<file path="config.mk">
export PLATFORM = sky130hd
export DESIGN_NAME = ram_arbiter
export DESIGN_NICKNAME = d
export VERILOG_FILES = /design/src/rtl/ram_arbiter.sv
export SDC_FILE = /design/constraint.sdc
export NUM_CORES = 1
export LEC_CHECK = 0
export BUFFER_PORTS_ARGS = -buffer_cell sky130_fd_sc_hd__buf_2
export CAP_MARGIN = 20
export CORE_MARGIN = 5
export CORE_UTILIZATION = 30
export DETAILED_ROUTE_END_ITERATION = 12
export MAX_ROUTING_LAYER = met4
export PLACE_DENSITY = 0.64
export SETUP_SLACK_MARGIN = 0.1
export SYNTH_ARGS = -nofsm -noshare
export SYNTH_HDL_FRONTEND = slang
export SYNTH_SLANG_ARGS = --single-unit
export TNS_END_PERCENT = 20
</file>
<file path="constraint.sdc">
create_clock -name clk -period 9.79 [get_ports clk]
set_input_delay 1.958 -clock clk [delete_from_list [all_inputs] [get_ports clk]]
set_output_delay 1.958 -clock clk [all_outputs]
set_load 0.05 [all_outputs]
</file>
<file path="src/rtl/ram_arbiter.sv">
// Two-port arbiter and sequencer for the shared byte-maskable data RAM.
// Define RAM_ARB_RR_EN for round-robin arbitration; otherwise port 0 has fixed priority.
module ram_arbiter #(
  parameter int AW = 32,
  parameter int DW = 32
) (
  input  logic          clk,
  input  logic          rst,
  input  logic          p0_req,
  input  logic          p0_we,
  input  logic [3:0]    p0_type,
  input  logic [AW-1:0] p0_addr,
  input  logic [DW-1:0] p0_wdat,
  input  logic          p0_sign,
  input  logic          p1_req,
  input  logic          p1_we,
  input  logic [3:0]    p1_type,
  input  logic [AW-1:0] p1_addr,
  input  logic [DW-1:0] p1_wdat,
  input  logic          p1_sign,
  output logic          p0_gnt,
  output logic          p0_done,
  output logic [DW-1:0] p0_rdat,
  output logic          p0_err,
  output logic          p1_gnt,
  output logic          p1_done,
  output logic [DW-1:0] p1_rdat,
  output logic          p1_err,
  output logic          ram_we,
  output logic          ram_re,
  output logic [3:0]    ram_type,
  output logic [AW-1:0] ram_addr,
  output logic [DW-1:0] ram_wdat,
  output logic          ram_sign,
  input  logic [DW-1:0] ram_rdat,
  output logic          busy
);

  typedef enum logic [1:0] {IDLE, ACCESS, RD_WAIT, RESP} state_t;

  state_t        r_state, w_next;
  logic          r_id, r_we, r_err, r_sign;
  logic [3:0]    r_type;
  logic [AW-1:0] r_addr;
  logic [DW-1:0] r_wdat, r_p0_rdat, r_p1_rdat;

  logic          w_pick1, w_start, w_we, w_sign, w_type_ok, w_legal;
  logic [3:0]    w_type;
  logic [AW-1:0] w_addr;
  logic [DW-1:0] w_wdat;
  logic [1:0]    w_nb_m1;
  logic [2:0]    w_last_byte;

`ifdef RAM_ARB_RR_EN
  // r_last remembers the previous winner; on a tie the other port is served.
  logic r_last;

  always_ff @(posedge clk or posedge rst) begin
    if (rst)          r_last <= 1'b1;
    else if (w_start) r_last <= w_pick1;
  end

  assign w_pick1 = p1_req & (~p0_req | ~r_last);
`else
  assign w_pick1 = p1_req & ~p0_req;
`endif

  // Gating with rst keeps gnt low while the block is held in reset.
  assign w_start = (r_state == IDLE) & (p0_req | p1_req) & ~rst;

  assign w_we   = w_pick1 ? p1_we   : p0_we;
  assign w_type = w_pick1 ? p1_type : p0_type;
  assign w_addr = w_pick1 ? p1_addr : p0_addr;
  assign w_wdat = w_pick1 ? p1_wdat : p0_wdat;
  assign w_sign = w_pick1 ? p1_sign : p0_sign;

  // NOTE: every signal written in always_comb gets a default first, so no latch is inferred.
  always_comb begin
    w_nb_m1   = 2'd0;
    w_type_ok = 1'b1;
    case (w_type)
      4'b0001: w_nb_m1 = 2'd0;
      4'b0011: w_nb_m1 = 2'd1;
      4'b0111: w_nb_m1 = 2'd2;
      4'b1111: w_nb_m1 = 2'd3;
      default: w_type_ok = 1'b0;
    endcase
    w_last_byte = {1'b0, w_addr[1:0]} + {1'b0, w_nb_m1};
    w_legal     = w_type_ok & (w_last_byte <= 3'd3);
  end

  always_comb begin
    w_next = r_state;
    case (r_state)
      IDLE:    if (w_start) w_next = w_legal ? ACCESS : RESP;
      ACCESS:  w_next = r_we ? RESP : RD_WAIT;
      RD_WAIT: w_next = RESP;
      RESP:    w_next = IDLE;
      default: w_next = IDLE;
    endcase
  end

  // NOTE: state and datapath registers use non-blocking assignments so every flop samples pre-edge values.
  always_ff @(posedge clk or posedge rst) begin
    if (rst) begin
      r_state <= IDLE;
      r_id    <= 1'b0;
      r_we    <= 1'b0;
      r_err   <= 1'b0;
      r_type  <= '0;
      r_addr  <= '0;
      r_wdat  <= '0;
      r_sign  <= 1'b0;
    end else begin
      r_state <= w_next;
      if (w_start) begin
        r_id   <= w_pick1;
        r_we   <= w_we;
        r_err  <= ~w_legal;
        r_type <= w_type;
        r_addr <= w_addr;
        r_wdat <= w_wdat;
        r_sign <= w_sign;
      end
    end
  end

  // Load data is captured only in RD_WAIT, so store/error completions keep the old value.
  always_ff @(posedge clk or posedge rst) begin
    if (rst) begin
      r_p0_rdat <= '0;
      r_p1_rdat <= '0;
    end else if (r_state == RD_WAIT) begin
      if (r_id) r_p1_rdat <= ram_rdat;
      else      r_p0_rdat <= ram_rdat;
    end
  end

  assign p0_gnt   = w_start & ~w_pick1;
  assign p1_gnt   = w_start &  w_pick1;
  assign p0_done  = (r_state == RESP) & ~r_id;
  assign p1_done  = (r_state == RESP) &  r_id;
  assign p0_err   = p0_done & r_err;
  assign p1_err   = p1_done & r_err;
  assign p0_rdat  = r_p0_rdat;
  assign p1_rdat  = r_p1_rdat;
  assign ram_we   = (r_state == ACCESS) &  r_we;
  assign ram_re   = (r_state == ACCESS) & ~r_we;
  assign ram_type = r_type;
  assign ram_addr = r_addr;
  assign ram_wdat = r_wdat;
  assign ram_sign = r_sign;
  assign busy     = (r_state != IDLE);

endmodule

</file>
==> impl_metrics.toml <==
[run_status]
status = "finished, final reports clean"

[setup_path]
startpoint = "p0_req"
arrival_ns = 3.55
r2r_start = "r_state[0]"
critPathRequiredTime_ns = 7.83
endpoint = "p1_gnt"
reg2reg_to = "ram_wdat[14]"
rrSetupSlack_ns = 7.65
endpoint_kind = "primary output"
cp-start-kind = "primary input"
r2r_cells = 8
critPathMaxFanout = 66
crit_type = "in2out"

[yosys]
seq_area_frac_synth_pct = 60.7
synth_area_leaders = "dfrtp_1 61%, mux2_2 13%, a222oi_1 11%"
synth_top_cell_by_area = "dfrtp_1"
synth_top_area_share_pct = 60.7
netlist_top_cells_count = "138 x dfrtp_1, 69 x inv_1, 64 x a222oi_1, 64 x mux2_2, 14 x nand2_1"
synth_seq_cells = 138
ys.flop_type = "dfrtp_1"
syn_nets = 618
synth-edff-count = 0
postSynthAreaPerCell_um2 = 13.1
async_flop_share_pct = 100
synth_cell_types = 32
ys_warn_count = 0
yosysMostFrequentCell = "dfrtp_1"
netlist_area_um2 = 5690
syn_inst = 435

[sta]
finalSetupTns_ns = 0
drv_slew = 0
max_freq_mhz = 181
finalHoldViolCount = 0
setup_viol = 0
min_period_ns = 5.51
worst_pin_slew_ns = 0.878
post-route-period-util_pct = 56.3
finClkSkew_ns = 0.00692
rsz0062_at_grt = "false"
relSlewSlack_pct = 41.4

[clock_network]
cts_htree_levels = 4
numCtsBuffers = 17
post-cts-setup-buffer-count = 0
cts.path.max_buffers = 2
post_cts_resized = 0
worstSkewPairLatency_ns = 0.41
tritoncts = "yes"
clkTransAtPathRegs_ns = 0.06
hold_buffers = 0
cts_sinks = 138
cts_root_buf = "clkbuf_16"

[die]
fp-row-count = 50
die_width_um = 148
start_util_pct = 30.4
die_h_um = 148
io_pins = 318
die_area_um2 = 21800
core_um2 = 18700

[finish]
multiInputGateArea_um2 = 1830
nFillCells = 1793
utilization_pct = 43.6
syn2layout_area_growth_pct = 43.3
regArea_um2 = 3450
drive_gt1_share_pct = 55.7
fin_nets = 931

[placement]
hpwl_um = 12600
gp_congestion = 0.805
io_buffer_count = 317

[global_routing]
antenna_found_initial = 5
grt_usage_pct = 15.9
grt-ovfl-total = 0
grt_pass1_vias = 5006
grt_pass1_wl_um = 26600
grt_max_degree = 72

[detailed_routing]
drcViolationCount = 0
num_vias = 4816
ant_nets = 0
drtIter0Drc = 412
wl_per_cell_um = 17.1
drtPass1Iterations = 9
viasPerCell = 4.82
finalWirelength_um = 17100

[hold_path]
min_path_type = "reg2reg"

[flow_run]
maxCapViolCount = 0

[pwr]
p_per_area_nw_per_um2 = 438
power_leakage_nw = 4.49
p_total_mw = 3.57
peakVddDrop_mv = 0.193
==> sequential cells by signal, summed over array words and instances, names as in the netlist <==
register	count
p0_rdat	32
r_id	1
ram_type	4
r_we	1
ram_addr	32
ram_sign	1
r_err	1
r_state	2
ram_wdat	32
p1_rdat	32
==> metal layers <==
layer	up-vias	share of wire [%]	GRT usage (%)
met3	20	8.4	5.12
met4	0	1.7	5.27
li1	2226	-	-
met5	-	0	-
met1	2314	42	19.9
met2	256	48	24.7
==> critical path, cell delays in order <==
cell and delay (ns):
buf_2 0.14, nand2b_1 0.33, nor3_4 0.18, buf_4 0.55, buf_2 0.38
==> where the power goes <==
part	leakage [nW]	total (mW)	switching, mW	internal [mW]
logic	2.50	1.86	1.37	0.490
registers	1.67	0.997	0.147	0.849
clock network	0.322	0.719	0.249	0.470
total	4.49	3.57	1.76	1.81
==> cells in the final DEF, fill, tap and decap left out, drive strengths merged, types with 5 or more instances in the layout <==
cell / instances
nand2: 14
dfrtp: 138
a222oi: 64
buf: 323
ha: 6
a31oi: 5
nor2: 11
inv: 73
diode: 5
clkbuf: 20
bufinv: 5
mux2: 66
o21ai: 5
==> cells by family after synthesis <==
group / count (synthesis) / synth area share [%]
fa+ha+maj: 7 / 1.67
simple gates: 40 / 3.41
xor+xnor: 2 / 0.308
flops: 138 / 60.7
mux: 68 / 13.4
compound gates: 81 / 13.0
buf+inv: 99 / 7.52
==> cell type report <==
cell class / count / area share (%)
repair buffers: 323 / 20.0
inverters: 70 / 3.29
clock inverters: 12 / 2.58
well taps: 234 / 3.59
flip-flops and latches: 138 / 42.4
diodes: 5 / 0.154
multi-input cells: 198 / 22.4
clock buffers: 20 / 5.60
==> worst min path at each step <==
stage	start	endpoint	slack, ns	depth (start not counted)
finish	ram_addr[0]	ram_addr[0]	0.48	2
global route	ram_addr[23]	ram_addr[23]	0.50	2
CTS	ram_addr[1]	ram_addr[1]	0.48	2
detailed placement	ram_addr[1]	ram_addr[1]	0.47	2
global placement	ram_addr[0]	ram_addr[0]	0.46	2
floorplan	r_we	r_we	0.47	2
==> through the flow <==
| step | setup WS [ns] | hold WS (ns) | std cells | cell area (um^2) |
|---|---|---|---|---|
| after floorplan | 4.14 | 0.474 | 435 | 5690 |
| after global placement | 4.32 | 0.461 | 963 | 7470 |
| after detailed placement | 4.26 | 0.467 | 963 | 7470 |
| after CTS | 4.28 | 0.481 | 995 | 8140 |
| after global routing | 4.17 | 0.500 | 1000 | 8150 |
| final | 4.28 | 0.478 | 1000 | 8150 |
Power figures use the tool's default switching activity.
